### src/rtl/ex_muldiv_iterative_pkg.sv
// Shared types and decode helpers for the EX-stage multiply/divide unit.
// Latency: none (types and pure functions only).
// Backpressure: n/a.
package ex_muldiv_iterative_pkg;

  typedef enum logic [3:0] {
    OP_MULT  = 4'd0,
    OP_MULTU = 4'd1,
    OP_DIV   = 4'd2,
    OP_DIVU  = 4'd3,
    OP_MADD  = 4'd4,
    OP_MADDU = 4'd5,
    OP_MSUB  = 4'd6,
    OP_MSUBU = 4'd7,
    OP_MTHI  = 4'd8,
    OP_MTLO  = 4'd9,
    OP_MFHI  = 4'd10,
    OP_MFLO  = 4'd11,
    OP_NONE  = 4'd12
  } mdu_op_t;

  typedef enum logic [1:0] {
    ST_IDLE = 2'd0,
    ST_MUL  = 2'd1,
    ST_DIV  = 2'd2
  } mdu_state_t;

  // Ops that occupy the unit for more than one edge.
  function automatic logic mdu_is_multicycle(input mdu_op_t op);
    return op inside {OP_MULT, OP_MULTU, OP_DIV, OP_DIVU,
                      OP_MADD, OP_MADDU, OP_MSUB, OP_MSUBU};
  endfunction

  function automatic logic mdu_is_div(input mdu_op_t op);
    return (op == OP_DIV) || (op == OP_DIVU);
  endfunction

  // Two's-complement interpretation of the operands.
  function automatic logic mdu_is_signed(input mdu_op_t op);
    return op inside {OP_MULT, OP_DIV, OP_MADD, OP_MSUB};
  endfunction

endpackage

### src/rtl/muldiv_div_core.sv
// Restoring radix-2 divider on operand magnitudes with a combinational sign fixup on the result.
// Latency: one quotient bit per step pulse; result valid after WIDTH steps following load.
// Backpressure: none; the owner sequences load/step and samples the result when it is done.
module muldiv_div_core #(
  parameter int WIDTH = 32
) (
  input  logic             clock,
  input  logic             reset_n,
  input  logic             load,
  input  logic             step,
  input  logic             is_signed,
  input  logic [WIDTH-1:0] dividend,
  input  logic [WIDTH-1:0] divisor,
  output logic [WIDTH-1:0] quotient,
  output logic [WIDTH-1:0] remainder
);

  logic [WIDTH-1:0] rem_q, quo_q, dvs_q, dvd_q;
  logic             neg_quo_q, neg_rem_q, div0_q;
  logic             a_neg, b_neg;
  logic [WIDTH-1:0] a_mag, b_mag;
  logic [WIDTH:0]   rem_sh, diff;

  // Operand magnitudes at load, and the trial subtraction for the current step.
  always_comb begin
    a_neg  = is_signed & dividend[WIDTH-1];
    b_neg  = is_signed & divisor[WIDTH-1];
    a_mag  = a_neg ? -dividend : dividend;
    b_mag  = b_neg ? -divisor : divisor;
    rem_sh = {rem_q, quo_q[WIDTH-1]};
    diff   = rem_sh - {1'b0, dvs_q};
  end

  // Iteration registers: quo_q shifts dividend bits out and quotient bits in.
  always_ff @(posedge clock or negedge reset_n) begin
    if (!reset_n) begin
      rem_q     <= '0;
      quo_q     <= '0;
      dvs_q     <= '0;
      dvd_q     <= '0;
      neg_quo_q <= 1'b0;
      neg_rem_q <= 1'b0;
      div0_q    <= 1'b0;
    end else if (load) begin
      rem_q     <= '0;
      quo_q     <= a_mag;
      dvs_q     <= b_mag;
      dvd_q     <= dividend;
      neg_quo_q <= a_neg ^ b_neg;
      neg_rem_q <= a_neg;
      div0_q    <= (divisor == '0);
    end else if (step) begin
      if (!diff[WIDTH]) begin
        rem_q <= diff[WIDTH-1:0];
        quo_q <= {quo_q[WIDTH-2:0], 1'b1};
      end else begin
        rem_q <= rem_sh[WIDTH-1:0];
        quo_q <= {quo_q[WIDTH-2:0], 1'b0};
      end
    end
  end

  // Sign fixup; divide-by-zero returns all-ones quotient and the raw dividend.
  always_comb begin
    quotient  = neg_quo_q ? -quo_q : quo_q;
    remainder = neg_rem_q ? -rem_q : rem_q;
    if (div0_q) begin
      quotient  = '1;
      remainder = dvd_q;
    end
  end

endmodule

### src/rtl/ex_muldiv_iterative.sv
// EX-stage multiply/divide unit owning HI/LO; MTHI/MTLO write directly, MFHI/MFLO read combinationally.
// Latency: commit MUL_LATENCY edges after accept for mul/acc ops, WIDTH+1 for divides; done pulses then.
// Backpressure: registered busy; starts are ignored while an op is in flight; flush cancels without commit.
module ex_muldiv_iterative
  import ex_muldiv_iterative_pkg::*;
#(
  parameter int WIDTH       = 32,
  parameter int MUL_LATENCY = 4,
  parameter bit MADD_ENABLE = 1'b1
) (
  input  logic             clock,
  input  logic             reset_n,
  input  logic             start,
  input  mdu_op_t          op,
  input  logic [WIDTH-1:0] operand1,
  input  logic [WIDTH-1:0] operand2,
  input  logic             flush,
  output logic             busy,
  output logic             done,
  output logic [WIDTH-1:0] data_read,
  output logic [WIDTH-1:0] hi,
  output logic [WIDTH-1:0] lo
);

  localparam int DIV_LATENCY = WIDTH + 1;
  localparam int MAX_LAT     = (MUL_LATENCY > DIV_LATENCY) ? MUL_LATENCY : DIV_LATENCY;
  localparam int CW          = $clog2(MAX_LAT + 1);
  localparam logic [CW-1:0] MUL_LAST = CW'(MUL_LATENCY - 1);
  localparam logic [CW-1:0] DIV_LAST = CW'(DIV_LATENCY - 1);

  mdu_state_t         state, state_nxt;
  logic [CW-1:0]      cnt;
  mdu_op_t            op_q;
  logic [2*WIDTH-1:0] prod_q, prod, ext1, ext2, hilo_nxt;
  logic               accept, mt_write, commit, div_step, sgn;
  logic [WIDTH-1:0]   div_quo, div_rem;

  // Next state, accept and commit decisions; flush beats both start and commit.
  always_comb begin
    state_nxt = state;
    accept    = 1'b0;
    mt_write  = 1'b0;
    commit    = 1'b0;
    case (state)
      ST_IDLE: begin
        if (start && !busy && !flush) begin
          if (mdu_is_multicycle(op)) begin
            accept    = 1'b1;
            state_nxt = mdu_is_div(op) ? ST_DIV : ST_MUL;
          end else if (op == OP_MTHI || op == OP_MTLO) begin
            mt_write = 1'b1;
          end
        end
      end
      ST_MUL: begin
        if (flush) begin
          state_nxt = ST_IDLE;
        end else if (cnt == MUL_LAST) begin
          commit    = 1'b1;
          state_nxt = ST_IDLE;
        end
      end
      ST_DIV: begin
        if (flush) begin
          state_nxt = ST_IDLE;
        end else if (cnt == DIV_LAST) begin
          commit    = 1'b1;
          state_nxt = ST_IDLE;
        end
      end
      default: state_nxt = ST_IDLE;
    endcase
  end

  // State register.
  always_ff @(posedge clock or negedge reset_n) begin
    if (!reset_n) state <= ST_IDLE;
    else          state <= state_nxt;
  end

  // Full-width product at accept; sign/zero extension lets one multiplier serve both signednesses.
  always_comb begin
    sgn  = mdu_is_signed(op);
    ext1 = sgn ? {{WIDTH{operand1[WIDTH-1]}}, operand1} : {{WIDTH{1'b0}}, operand1};
    ext2 = sgn ? {{WIDTH{operand2[WIDTH-1]}}, operand2} : {{WIDTH{1'b0}}, operand2};
    prod = ext1 * ext2;
  end

  // Value written to {hi,lo} on commit; accumulate uses HI/LO as they stand at commit.
  always_comb begin
    hilo_nxt = prod_q;
    if (mdu_is_div(op_q)) begin
      hilo_nxt = {div_rem, div_quo};
    end else if (MADD_ENABLE && (op_q == OP_MADD || op_q == OP_MADDU)) begin
      hilo_nxt = {hi, lo} + prod_q;
    end else if (MADD_ENABLE && (op_q == OP_MSUB || op_q == OP_MSUBU)) begin
      hilo_nxt = {hi, lo} - prod_q;
    end
  end

  assign div_step = (state == ST_DIV) && (cnt != DIV_LAST);

  muldiv_div_core #(.WIDTH(WIDTH)) u_div (
    .clock     (clock),
    .reset_n   (reset_n),
    .load      (accept && mdu_is_div(op)),
    .step      (div_step),
    .is_signed (mdu_is_signed(op)),
    .dividend  (operand1),
    .divisor   (operand2),
    .quotient  (div_quo),
    .remainder (div_rem)
  );

  // Delay counter, busy/done flags, latched op/product and the architectural HI/LO.
  always_ff @(posedge clock or negedge reset_n) begin
    if (!reset_n) begin
      cnt    <= '0;
      busy   <= 1'b0;
      done   <= 1'b0;
      op_q   <= OP_NONE;
      prod_q <= '0;
      hi     <= '0;
      lo     <= '0;
    end else begin
      busy <= (state != ST_IDLE) && (state_nxt != ST_IDLE);
      done <= commit;
      cnt  <= (state != ST_IDLE && state_nxt != ST_IDLE) ? cnt + CW'(1) : '0;
      if (accept) begin
        op_q   <= op;
        prod_q <= prod;
      end
      if (commit) begin
        {hi, lo} <= hilo_nxt;
      end else if (mt_write) begin
        if (op == OP_MTHI) hi <= operand1;
        else               lo <= operand1;
      end
    end
  end

  // Move-from path is purely combinational on the current op.
  assign data_read = (op == OP_MFHI) ? hi : (op == OP_MFLO) ? lo : '0;

endmodule
### config.mk
export PLATFORM = sky130hd
export DESIGN_NAME = ex_muldiv_iterative
export DESIGN_NICKNAME = d
export VERILOG_FILES = /design/src/rtl/ex_muldiv_iterative_pkg.sv /design/src/rtl/muldiv_div_core.sv /design/src/rtl/ex_muldiv_iterative.sv
export SDC_FILE = /design/constraint.sdc
export NUM_CORES = 2
export LEC_CHECK = 0
export ABC_AREA = 1
export BUFFER_PORTS_ARGS = -buffer_cell sky130_fd_sc_hd__buf_2
export CORE_ASPECT_RATIO = 1.4
export CORE_UTILIZATION = 55
export CTS_CLUSTER_SIZE = 30
export DETAILED_ROUTE_END_ITERATION = 16
export GPL_TIMING_DRIVEN = 0
export PLACE_DENSITY = 0.76
export SETUP_SLACK_MARGIN = 0.02
export SLEW_MARGIN = 0
export SYNTH_ARGS = -nofsm -noshare
export SYNTH_HDL_FRONTEND = slang
export SYNTH_SLANG_ARGS = --single-unit
### constraint.sdc
create_clock -name clock -period 4.2 [get_ports clock]
set_input_delay 0.42 -clock clock [delete_from_list [all_inputs] [get_ports clock]]
set_output_delay 0.42 -clock clock [all_outputs]
set_load 0.05 [all_outputs]
==> out/qor.csv, run 1 <==
metric,value,unit
synth_seq_area_share,8.60,%
portBuffers,108,
synth_largest_area_cell,fa_1,
yosysMostFrequentCell,inv_1,
grtUsageTotal,73.6,%
grt_overflow_total,337,
die_x,323,µm
clockBufferDepth,3,
synth-edff-count,0,
die_h,451,µm
synth_area_per_cell,7.14,µm²
ys_types,67,
dp_cells,13107,
cts_buffers,27,
synth_area,0.0792,mm²
haltStage,5_1_grt,
yosys-top-cells-area,"fa_1, inv_1, nand2_1",
synth_top_area_share,35.8,%
syn_inst,11087,
synth-seq-cells,272,
grt_max_degree,109,
hpwl,348000,µm
initial_core_util,55.5,%
pin_count,170,
ys_warn_count,0,
num_rows,164,
grt_pass1_wl,768000,µm
synth_async_sr_flop_share,100,%
synth_flop_cell,dfrtp_1,
error,[ERROR GRT-0116] Global routing finished with congestion. Check the congestion regions in the DRC Viewer.,
synth_fp_nets,13058,
outcome,aborted with a tool error,
ys_top_cells_by_count,"inv_1, nand2_1, fa_1, nor2_1, nand3_1",
gp_congestion,1.22,
cts_htree_levels,1,
grt_pass1_vias,97206,
clock_sinks,272,
cts-root-buf,clkbuf_16,
[metrics by stage]
step,area [µm²],setup slack (ns),hold WS (ns),utilization [%]
floorplan,81900,-4.18,0.124,-
global placement,84900,-7.13,0.448,59.4
detailed placement,84900,-7.25,0.436,59.5
CTS,91800,-4.24,0.0468,64.2
[layer usage]
layer / overflow / track usage, %
met1: 1 / 74.5
met5: 0 / 18.7
met3: 2 / 56.1
met4: 151 / 72.9
met2: 183 / 91.4
[kinds of logic after synthesis]
group	share of synthesized area, %
xor+xnor	1.80
compound gates	7.68
flops	8.60
simple gates	22.2
fa+ha+maj	43.4
buf+inv	16.3
[timing repair]
item | in CTS
cloned | 2
hold buffers | 1
resized for setup | 944
setup endpoints to repair | 60
pin swaps | 274
buffers inserted | 231
endpoints found under the hold margin | 71
==> run 2, diff against run 1 <==
--- a/config.mk
+++ b/config.mk
@@ -7,13 +7,10 @@
 export LEC_CHECK = 0
 export ABC_AREA = 1
 export BUFFER_PORTS_ARGS = -buffer_cell sky130_fd_sc_hd__buf_2
-export CORE_ASPECT_RATIO = 1.4
-export CORE_UTILIZATION = 55
-export CTS_CLUSTER_SIZE = 30
+export CORE_UTILIZATION = 40
 export DETAILED_ROUTE_END_ITERATION = 16
 export GPL_TIMING_DRIVEN = 0
-export PLACE_DENSITY = 0.76
-export SETUP_SLACK_MARGIN = 0.02
+export PLACE_DENSITY_LB_ADDON = 0.15
 export SLEW_MARGIN = 0
 export SYNTH_ARGS = -nofsm -noshare
 export SYNTH_HDL_FRONTEND = slang
==> run 2 against run 1 <==
Against the previous run: the flow now finishes, with violations (max-capacitance violations, max-slew violations, negative setup slack); synthesized cell count is the same; synthesized area did not move.
==> out/qor.csv, run 2 <==
metric,value,unit
reg2reg_from,op_q[2],
crit_buf_inv,16,
min-delay-start,op[2],
rrSetupSlack,-0.13,ns
synth_fp_nets,13058,
antenna_found_initial,34,
initial_core_util,40.5,%
synth_top_area_share,35.8,%
synth_flop_cell,dfrtp_1,
critPathCaptureType,flip-flop,
max_flop_register,prod_q,
r2r-end,hi[27],
die_x,447,µm
cp_common_cell,inv_2,
fillers,20066,
hold_path_depth,3,
max_stage_delay,0.64,ns
clkTransAtPathRegs,0.07,ns
clockBufferDepth,3,
yosys-top-cells-area,"fa_1, inv_1, nand2_1",
synth-seq-cells,272,
first_pass_iters,6,
synth_area_per_cell,7.14,µm²
drc_errors,0,
cp.required,4.68,ns
nNetsFinal,13486,
hold_path_end,op_q[2],
cts-root-buf,clkbuf_16,
grt_pass1_wl,592000,µm
gp_congestion,1.10,
max_cap_viol_count,1,
wl_per_cell,30.1,µm
grt_max_degree,113,
start_kind,input port,
grtUsageTotal,42.7,%
syn2layout_area_growth,18.9,%
drv_slew,11,
slew_headroom,-6.75,%
pin_count,170,
critical-path-slowest-cell,fa_2,
initialDrtViolationCount,8210,
ys_top_cells_by_count,"inv_1, nand2_1, fa_1, nor2_1, nand3_1",
synth_async_sr_flop_share,100,%
grt_overflow_total,0,
cp_top_family,adder cells,
max_freq,116,MHz
synth-edff-count,0,
grt_pass1_vias,79744,
die_h,447,µm
routed_wl,427000,µm
ys_warn_count,0,
finalHoldViolations,0,
final_common_cell,inv_1,
tightest_slew,1.60,ns
core-area,0.196,mm²
fin_ws,-4.42,ns
timing.final.crit_share,205,%
ys_types,67,
cts_htree_levels,2,
holdWs,0.128,ns
syn_inst,11087,
hold_class,in2reg,
setup_viol,62,
portBuffers,108,
outcome,"complete, but fails checks",
multi_input_area,0.0638,mm²
viasPerCell,5.55,
final_cell_mix,"inv_1, nand2_1, fa_1",
seq_area,0.00682,mm²
die_area,0.200,mm²
yosysMostFrequentCell,inv_1,
rsz0062_at_grt,yes,
arrival,9.11,ns
violations,"max-capacitance violations, max-slew violations, negative setup slack",
largest_register_ffs,64,
insertion_delay,0.62,ns
num_rows,162,
synth_area,0.0792,mm²
fin_skew,0.0267,ns
reg2regPathDepth,9,
cp_max_fo,7,
drive_gt1_share,15.2,%
post-route-min-period,8.62,ns
tritoncts,yes,
synth_largest_area_cell,fa_1,
synth_seq_area_share,8.60,%
cts_buffers,34,
hpwl,358000,µm
vias,78712,
critPathKind,in2reg,
ant_nets,0,
clock_sinks,272,
==> run 2: cell counts after synthesis <==
No cell type changed its count.
==> run 2: routing by layer <==
layer	up-vias	share of wire [%]	track usage (%)	wire [µm]
li1	33598	-	-	-
met1	39279	36	50.1	153000
met2	4448	44	66.3	186000
met3	1369	10	10.2	43000
met4	18	10	34.8	44300
met5	-	0.028	0	121
==> run 2: tightest hold or removal path: cells and delay by family <==
kind                   cells  cell delay, ns
AO/OA/AOI/OAI              1            0.08
AND/OR/NAND/NOR            1            0.08
buffers and inverters      1            0.14
==> run 2: cells by family (layout without fill, tap and decap cells) <==
group / after synthesis / in the layout / synth area share [%]
flip-flops: 272 / 272 / 8.60
buffers and inverters: 3382 / 3836 / 16.3
AO/OA/AOI/OAI: 1092 / 1092 / 7.68
adder cells (fa/ha/maj): 1899 / 1899 / 43.4
other: 0 / 16 / 0
XOR/XNOR: 163 / 163 / 1.80
AND/OR/NAND/NOR: 4279 / 4279 / 22.2
==> run 2: how the worst max path moves through the flow <==
stage	startpoint	endpoint	cells past startpoint
2_1_floorplan	op[3]	prod_q[63]	33
3_3_place_gp	operand2[31]	prod_q[56]	33
3_5_place_dp	operand2[31]	prod_q[53]	31
4_1_cts	op[0]	prod_q[63]	36
5_1_grt	op[3]	prod_q[63]	38
6_report	op[3]	prod_q[63]	37
==> run 2: area by class of cell <==
type	count	share of cell area (%)
Sequential cell	272	7.24
Buffer	443	4.90
Clock inverter	24	0.270
Tap cell	2624	3.49
Timing Repair Buffer	395	3.55
Clock buffer	38	0.941
Antenna cell	16	0.0425
Inverter	2936	11.8
Multi-Input combinational cell	7433	67.8
==> run 2: repair_timing <==
item,in CTS,in global routing
setup buffers,197,82
hold endpoints to repair,67,0
setup endpoints to repair,66,63
gates resized for setup,940,306
hold buffers,1,0
pin swaps,264,286
gates cloned,4,1
==> run 2: metrics by stage <==
| stage | cell area [µm²] | setup WS [ns] | TNS, ns | utilization [%] | std cells |
|---|---|---|---|---|---|
| after floorplan | 81900 | -4.18 | -172.10 | - | 11087 |
| after global placement | 85700 | -7.02 | -1030.16 | 43.8 | 13819 |
| after detailed placement | 85800 | -7.03 | -298.88 | 43.8 | 13823 |
| after CTS | 92500 | -4.38 | -186.82 | 47.2 | 14085 |
| after global routing | 94100 | -4.63 | -199.44 | 48.1 | 14168 |
| final | 94100 | -4.42 | -190.93 | 48.1 | 14181 |
Power of run 2 is not shown: default switching activity piles up to over one toggle a cycle in this logic, so the estimate is an artifact.
